===== src/rtl/serial_nor_deser_if.sv =====
`default_nettype none
// ============================================================================
//  Module      : serial_nor_deser_if
//  Description : Handshake bundle for serial_nor_deser. Carries the bit-serial
//                input channel (in_valid/in_ready/in_bit) and the word output
//                channel (out_valid/out_ready/out_word/out_nor).
//  Modports    : slave  - the deserializer side (drives in_ready and outputs)
//                master - the environment side (drives in_valid/in_bit/out_ready)
//  Revision    : 1.0  initial release
// ============================================================================
interface serial_nor_deser_if #(
  parameter int WAY = 3
);
  logic           in_valid;
  logic           in_ready;
  logic           in_bit;
  logic           out_valid;
  logic           out_ready;
  logic [WAY-1:0] out_word;
  logic           out_nor;

  modport slave (
    input  in_valid, in_bit, out_ready,
    output in_ready, out_valid, out_word, out_nor
  );

  modport master (
    output in_valid, in_bit, out_ready,
    input  in_ready, out_valid, out_word, out_nor
  );
endinterface
`default_nettype wire


===== src/rtl/serial_nor_deser.sv =====
`default_nettype none
// ============================================================================
//  Module      : serial_nor / serial_nor_deser
//  Description : serial_nor   - WAY-input NOR, either a plain reduction
//                               (BEHAVIORAL!=0) or a balanced OR tree.
//                serial_nor_deser - assembles WAY-bit words from a valid/ready
//                               bit stream, holds each finished word under
//                               out_valid/out_ready, and flags all-zero words
//                               through an internal serial_nor.
//  Ports       : clk   - rising-edge clock
//                rst_n - asynchronous active-low reset
//                clear - synchronous abort of partial and held word
//                bus   - serial_nor_deser_if.slave (stream in, word out)
//  Revision    : 1.0  initial release
// ============================================================================

module serial_nor #(
  parameter int WAY        = 3,
  parameter int BEHAVIORAL = 0
) (
  input  logic [WAY-1:0] in_bits,
  output logic           nor_out
);
  generate
    if (BEHAVIORAL != 0) begin : g_behav
      assign nor_out = ~|in_bits;
    end else begin : g_tree
      // Leaves are padded with zeros up to a power of two so each level is a
      // clean pairwise OR of the level below it.
      localparam int LEVELS = (WAY > 1) ? $clog2(WAY) : 0;

      for (genvar l = 0; l <= LEVELS; l++) begin : g_lvl
        logic [(1<<l)-1:0] node;
        if (l == LEVELS) begin : g_leaf
          for (genvar i = 0; i < (1 << l); i++) begin : g_pad
            if (i < WAY) begin : g_in
              assign node[i] = in_bits[i];
            end else begin : g_zero
              assign node[i] = 1'b0;
            end
          end
        end else begin : g_or
          for (genvar i = 0; i < (1 << l); i++) begin : g_node
            assign node[i] = g_lvl[l+1].node[2*i] | g_lvl[l+1].node[2*i+1];
          end
        end
      end

      assign nor_out = ~g_lvl[0].node[0];
    end
  endgenerate
endmodule

module serial_nor_deser #(
  parameter int WAY        = 3,
  parameter int BEHAVIORAL = 0
) (
  input  logic               clk,
  input  logic               rst_n,
  input  logic               clear,
  serial_nor_deser_if.slave  bus
);
  localparam int CW = $clog2(WAY + 1);

  typedef enum logic [0:0] {
    FILL = 1'b0,
    HOLD = 1'b1
  } state_t;

  state_t         state, state_nxt;
  logic [CW-1:0]  cnt, cnt_nxt;
  logic [WAY-1:0] sreg, sreg_nxt;
  logic [WAY-1:0] shifted;
  logic           in_ready;
  logic           out_valid;
  logic           accept;
  logic           consume;

  // Shift the incoming bit in at the LSB so the first bit of a word ends up
  // at the MSB once WAY bits have been taken.
  generate
    if (WAY == 1) begin : g_shift_one
      assign shifted = bus.in_bit;
    end else begin : g_shift_multi
      assign shifted = {sreg[WAY-2:0], bus.in_bit};
    end
  endgenerate

  // in_ready depends combinationally on out_ready only, so a held word and
  // the first bit of the next word can change hands in the same cycle.
  assign in_ready  = (state == FILL) | ((state == HOLD) & bus.out_ready);
  assign out_valid = (state == HOLD);
  assign accept    = bus.in_valid & in_ready;
  assign consume   = out_valid & bus.out_ready;

  always_ff @(posedge clk or negedge rst_n) begin
    if (!rst_n) begin
      state <= FILL;
      cnt   <= '0;
      sreg  <= '0;
    end else begin
      state <= state_nxt;
      cnt   <= cnt_nxt;
      sreg  <= sreg_nxt;
    end
  end

  always_comb begin
    state_nxt = state;
    cnt_nxt   = cnt;
    sreg_nxt  = sreg;
    if (clear) begin
      // Abort wins over any handshake seen in this cycle.
      state_nxt = FILL;
      cnt_nxt   = '0;
      sreg_nxt  = '0;
    end else begin
      case (state)
        FILL: begin
          if (accept) begin
            sreg_nxt = shifted;
            if (cnt == CW'(WAY - 1)) begin
              state_nxt = HOLD;
              cnt_nxt   = '0;
            end else begin
              cnt_nxt = cnt + CW'(1);
            end
          end
        end
        HOLD: begin
          if (consume) begin
            if (accept) begin
              sreg_nxt = shifted;
              if (WAY == 1) begin
                // A single bit is already a whole word: stay presenting.
                state_nxt = HOLD;
                cnt_nxt   = '0;
              end else begin
                state_nxt = FILL;
                cnt_nxt   = CW'(1);
              end
            end else begin
              // Word leaves; sreg keeps its stale value until new bits arrive.
              state_nxt = FILL;
              cnt_nxt   = '0;
            end
          end
        end
        default: begin
          state_nxt = FILL;
          cnt_nxt   = '0;
          sreg_nxt  = '0;
        end
      endcase
    end
  end

  serial_nor #(
    .WAY        (WAY),
    .BEHAVIORAL (BEHAVIORAL)
  ) u_nor (
    .in_bits (sreg),
    .nor_out (bus.out_nor)
  );

  assign bus.in_ready  = in_ready;
  assign bus.out_valid = out_valid;
  assign bus.out_word  = sreg;
endmodule
`default_nettype wire

===== src/flat_wrapper.sv =====
// flat-port wrapper written by rule: the top's interface ports become plain ports
module serial_nor_deser_flat 
#(
  parameter int WAY        = 3,
  parameter int BEHAVIORAL = 0
)
  (clk, rst_n, clear, bus_in_valid, bus_in_bit, bus_out_ready, bus_in_ready, bus_out_valid, bus_out_word, bus_out_nor);
  serial_nor_deser_if #(.WAY(WAY)) bus_i ();
  input  logic clk;
  input  logic rst_n;
  input  logic clear;
  input wire logic [$bits(bus_i.in_valid)-1:0] bus_in_valid;
  input wire logic [$bits(bus_i.in_bit)-1:0] bus_in_bit;
  input wire logic [$bits(bus_i.out_ready)-1:0] bus_out_ready;
  output wire logic [$bits(bus_i.in_ready)-1:0] bus_in_ready;
  output wire logic [$bits(bus_i.out_valid)-1:0] bus_out_valid;
  output wire logic [$bits(bus_i.out_word)-1:0] bus_out_word;
  output wire logic [$bits(bus_i.out_nor)-1:0] bus_out_nor;
  assign bus_i.in_valid = bus_in_valid;
  assign bus_i.in_bit = bus_in_bit;
  assign bus_i.out_ready = bus_out_ready;
  assign bus_in_ready = bus_i.in_ready;
  assign bus_out_valid = bus_i.out_valid;
  assign bus_out_word = bus_i.out_word;
  assign bus_out_nor = bus_i.out_nor;
  serial_nor_deser #(.WAY(WAY), .BEHAVIORAL(BEHAVIORAL)) u_core (.clk(clk), .rst_n(rst_n), .clear(clear), .bus(bus_i));
endmodule

===== config.mk =====
export PLATFORM = sky130hd
export DESIGN_NAME = serial_nor_deser_flat
export DESIGN_NICKNAME = d
export VERILOG_FILES = /design/src/rtl/serial_nor_deser_if.sv /design/src/rtl/serial_nor_deser.sv /design/src/flat_wrapper.sv
export SDC_FILE = /design/constraint.sdc
export NUM_CORES = 1
export LEC_CHECK = 0
export CAP_MARGIN = 10
export CORE_AREA = 2 2 39 41
export CTS_CLUSTER_SIZE = 28
export DETAILED_ROUTE_END_ITERATION = 12
export DIE_AREA = 0 0 41 43
export HOLD_SLACK_MARGIN = 0.03
export PLACE_DENSITY_LB_ADDON = 0.3
export SLEW_MARGIN = 40
export SYNTH_ARGS = -nofsm -noshare
export SYNTH_HDL_FRONTEND = slang
export SYNTH_SLANG_ARGS = --single-unit

===== constraint.sdc =====
create_clock -name clk -period 2.4 [get_ports clk]
set_input_delay 0.48 -clock clk [delete_from_list [all_inputs] [get_ports clk]]
set_output_delay 0.48 -clock clk [all_outputs]
set_load 0.02 [all_outputs]

# After elaboration in Yosys (flattened, before gate mapping)
# Index checks and enable logic that the tools add are counted.
[word_totals] ff_bits=6 inputBits=6
[op_classes] mux=15 reduce_logical=1 bitwise_logic=7 eq_ne=3 addsub=1
[ops] operator="2-to-1 mux 3 bit" n=3
[ops] operator="2-to-1 mux 2 bit" n=4
[ops] operator="case mux 3 bit (2 select lines)" n=1
[ops] operator="2-to-1 mux 1 bit" n=5
[ops] operator="case mux 2 bit (2 select lines)" n=1
[ops] operator="inequality test 3 x 2 -> 1 bit (second input constant)" n=1
[ops] operator="inequality test 3 bit (second input constant)" n=1
[ops] operator="OR 1 bit" n=3
[ops] operator="adder 2 x 1 -> 2 bit (second input constant)" n=1
[ops] operator="AND 1 bit" n=2
[ops] operator="== test 2 bit (second input constant)" n=1
[ops] operator="NOT 1 bit" n=2
[ops] operator="case mux 1 bit (2 select lines)" n=1
[ops] operator="AND reduction 2 bit" n=1

# Longest topological paths before layout
# Gate-level depths: netlist (run 1).
[logic_depth] ltp_word=7 mapped_depth=4 ltp_nobuf=4

# Hierarchy
# Synthesis (run 1) repeated with hierarchy kept, for this count alone.
[unflattened] cells_unflattened=31 area_unflattened_um2=309.0
[modules_own_cells] module="serial_nor_deser" n_inst=1 seq_area_each_um2=150.1 area_per_inst_um2=299.0 cells_per_inst=30
[modules_own_cells] module="serial_nor" n_inst=1 seq_area_each_um2=0.0 area_per_inst_um2=10.0 cells_per_inst=1

# Worst setup path after synthesis (run 1)
# No wires, ideal clock.
[synth_path] kind="register -> output" from="reg u_core.sreg[1], in the netlist u_core.bus.out_word[1]" to="out bus_out_nor" path_slack_ps=930 t_required_ps=1920 stages_incl_launch_ff=2 arrival_ps=990 cell_sequence="dfrtp_1 -> nor3_1"
[synth_via] elab_chain_len=3
[synth_lines] item="start: declaration" line_no="serial_nor_deser.sv:72" rtl="logic [WAY-1:0] sreg, sreg_nxt;"
[synth_lines] item="start signal: assignment" line_no="serial_nor_deser.sv:104" rtl="sreg <= sreg_nxt;"
[synth_lines] item="OR 1 bit (2 in a row)" line_no="serial_nor_deser.sv:44" rtl="assign node[i] = g_lvl[l+1].node[2*i] | g_lvl[l+1].node[2*i+1];"
[synth_lines] item="NOT 1 bit" line_no="serial_nor_deser.sv:49" rtl="assign nor_out = ~g_lvl[0].node[0];"
[synth_lines] item="end: declaration" line_no="flat_wrapper.sv:18" rtl="output wire logic [$bits(bus_i.out_nor)-1:0] bus_out_nor;"
# No other way between the ends.

# Worst setup path in the final report (run 1)
[layout_path] from="in bus_out_ready" to="out bus_in_ready"
[layout_via] elab_chain_len=2
[layout_lines] item="start: declaration" line_no="flat_wrapper.sv:14" rtl="input wire logic [$bits(bus_i.out_ready)-1:0] bus_out_ready;"
[layout_lines] item="AND 1 bit" line_no="serial_nor_deser.sv:91" rtl="assign in_ready = (state == FILL) | ((state == HOLD) & bus.out_ready);"
[layout_lines] item="OR 1 bit" line_no="serial_nor_deser.sv:91"
[layout_lines] item="end: declaration" line_no="flat_wrapper.sv:15" rtl="output wire logic [$bits(bus_i.in_ready)-1:0] bus_in_ready;"
# No other way between the ends.

==> run metrics, run 1 <==
status completed; WHS 0.479 ns; first-pass GRT wire length 1030 um; TritonCTS Buffers 3; Syn Inst Count 30; CTS clk-pin slew, worst paths 0.04 ns; initial antenna violation count 0; post-CTS sizing 0; Synthesized Nets 36; setup bufs post-CTS 0; vias per cell 4.63; final-report setup violation count 0; Crit. End Element output port; Max Fclk 432 MHz; Pre-antenna DRT Iters 4; Root Driver clkbuf_4; hold_buf cts 0; Final Hold Viols 0; final antenna-violating net count 0; most common cell after layout, fill and taps aside clkdlybuf4s50_1; min cycle time layout 2.32 ns; Crit Path Class input pin to output port; CP endpoint bus_in_ready; post-synthesis sequential area ratio 0.533; commonest cells after routing, fill and taps aside 11 x clkdlybuf4s50_1, 6 x a21oi_1, 6 x dfrtp_1; Final Wtd Congestion 0.717; worst reg2reg path endpoint u_core.cnt[1]; VDD IR max 0.315 mV; startpoint class of the critical path input pin; GRT overflow 0; row cnt 14; Least-Margin Pin Slew 0.272 ns; post-synthesis register bit count 6; Reg2Reg Setup Slack 1.20 ns; CTS tree yes; Buffers on Ports 11; crit share post-route 0.965; crit path DAT 1.84 ns; fillers 148; Final Max Slew Viols 0; Iter 0 DRT Violations 8; Synth area leaders dfrtp_1 53%, a21oi_1 11%, nand3_1 7.1%, o21ai_0 7.1%, mux2i_1 3.6%; total wire length 684 um; post-synth top area cell dfrtp_1; Hold Path Class input pin to async pin; Initial Util 0.203; Power Density 542 mW/mm^2; Synth Warn # 0; worst r2r path cells 2; pin count of the biggest net entering global routing 8; Via Count 278; CP required 1.92 ns; Synth top area share 0.533; count of different cell masters after synthesis 13; Wirelength per Cell 11.4 um; Leak 0.175 nW; share of cells above drive strength 1 0.114; RSZ-0062 raised after global routing no; Syn-to-layout area delta 55.1%; I/O Pins 12; DRC Markers 0; Die Height 43 um; cell area after synthesis 282 um^2; reg2reg start u_core.bus.out_valid; Worst Clk Skew 0.00153 ns; Worst-Skew Late Latency 0.24 ns; Antenna Cells 0; CP Max Fanout 5; vias in the first global route 230; Avg Cell Area, Syn 9.38 um^2; GRT Overall Usage 0.0902; clock sinks 6; Clock Path Buffers 2; crit path from bus_out_ready; die width 41 um; core area 0.00138 mm^2; Rel. slew slack 0.818; Die ar. 0.00176 mm^2; htree depth 1; Detail Placement HPWL 488 um; Layout Utilization 0.316; Final nets 52; setup TNS 0 ns; Max-Cap Viols 0
==> area by class of cell <==
type	instances	area (um^2)	area share
clock buffer	3	22.5	0.0516
inverter	2	7.51	0.0172
multi-input combinational	22	126	0.289
sequential	6	150	0.344
tap	16	20.0	0.0458
timing repair buffer	11	110	0.252
==> power by group <==
part / switching, mW / leakage [nW] / internal (mW)
logic: 0.0175 / 0.0793 / 0.0198
registers: 0.00468 / 0.0817 / 0.106
clock network: 0.0325 / 0.0138 / 0.0563
total: 0.0547 / 0.175 / 0.182
==> cell families after synthesis <==
| logic type | Yosys count | synth area share |
|---|---|---|
| AOI/OAI and AO/OA | 11 | 0.209 |
| buffers and inverters | 2 | 0.0266 |
| DFF | 6 | 0.533 |
| muxes | 1 | 0.0356 |
| and+or+nand+nor | 10 | 0.196 |
==> worst min-delay path by stage <==
stage / end / startpoint
floorplan: u_core.bus.out_valid / rst_n
global placement: u_core.cnt[0] / u_core.bus.out_valid
detailed placement: u_core.cnt[0] / u_core.bus.out_valid
CTS: u_core.cnt[0] / rst_n
global route: u_core.bus.out_word[1] / rst_n
finish: u_core.cnt[0] / rst_n
==> through the flow <==
| step | power [mW] | setup WS, ns | cell area, um^2 | std cells |
|---|---|---|---|---|
| 2_1_floorplan | 0.126 | 0.930 | 282 | 30 |
| 3_3_place_gp | 0.149 | 0.0447 | 412 | 57 |
| 3_5_place_dp | 0.149 | 0.0211 | 412 | 57 |
| 4_1_cts | 0.241 | 0.0105 | 434 | 60 |
| 5_1_grt | 0.253 | 0.0503 | 437 | 60 |
| 6_report | 0.237 | 0.0834 | 437 | 60 |
==> synthesized netlist by cell type (all sizes together) <==
library cell,n
o21ai,4
mux2i,1
nand3,4
dfrtp,6
a221oi,1
inv,2
a21oi,6
or3,1
or4b,1
nor2,2
nor3,1
nor2b,1
==> layer usage <==
layer | vias to the layer above | global-route usage | routed length (um)
met4 | 0 | 0.0200 | 0
met1 | 125 | 0.129 | 335
met2 | 14 | 0.0938 | 246
li1 | 139 | - | -
met5 | - | 0 | 0
met3 | 0 | 0.0890 | 102
==> flip-flops by register name, summed over array words and instances, names as in the netlist <==
signal,cells
u_core.bus.out_valid,1
u_core.bus.out_word,3
u_core.cnt,2
==> worst max-delay path, stage by stage <==
cell             delay, ns
clkdlybuf4s50_1       0.51
nor2b_2               0.08
inv_1                 0.13
clkdlybuf4s50_1       0.64
(Power assumes the default switching activity.)
==> run 2, diff against run 1 <==
HOLD_SLACK_MARGIN = 0.05   (was 0.03)
==> results of run 2 <==
Final layout, timing and power as in run 1 (identical DEF).
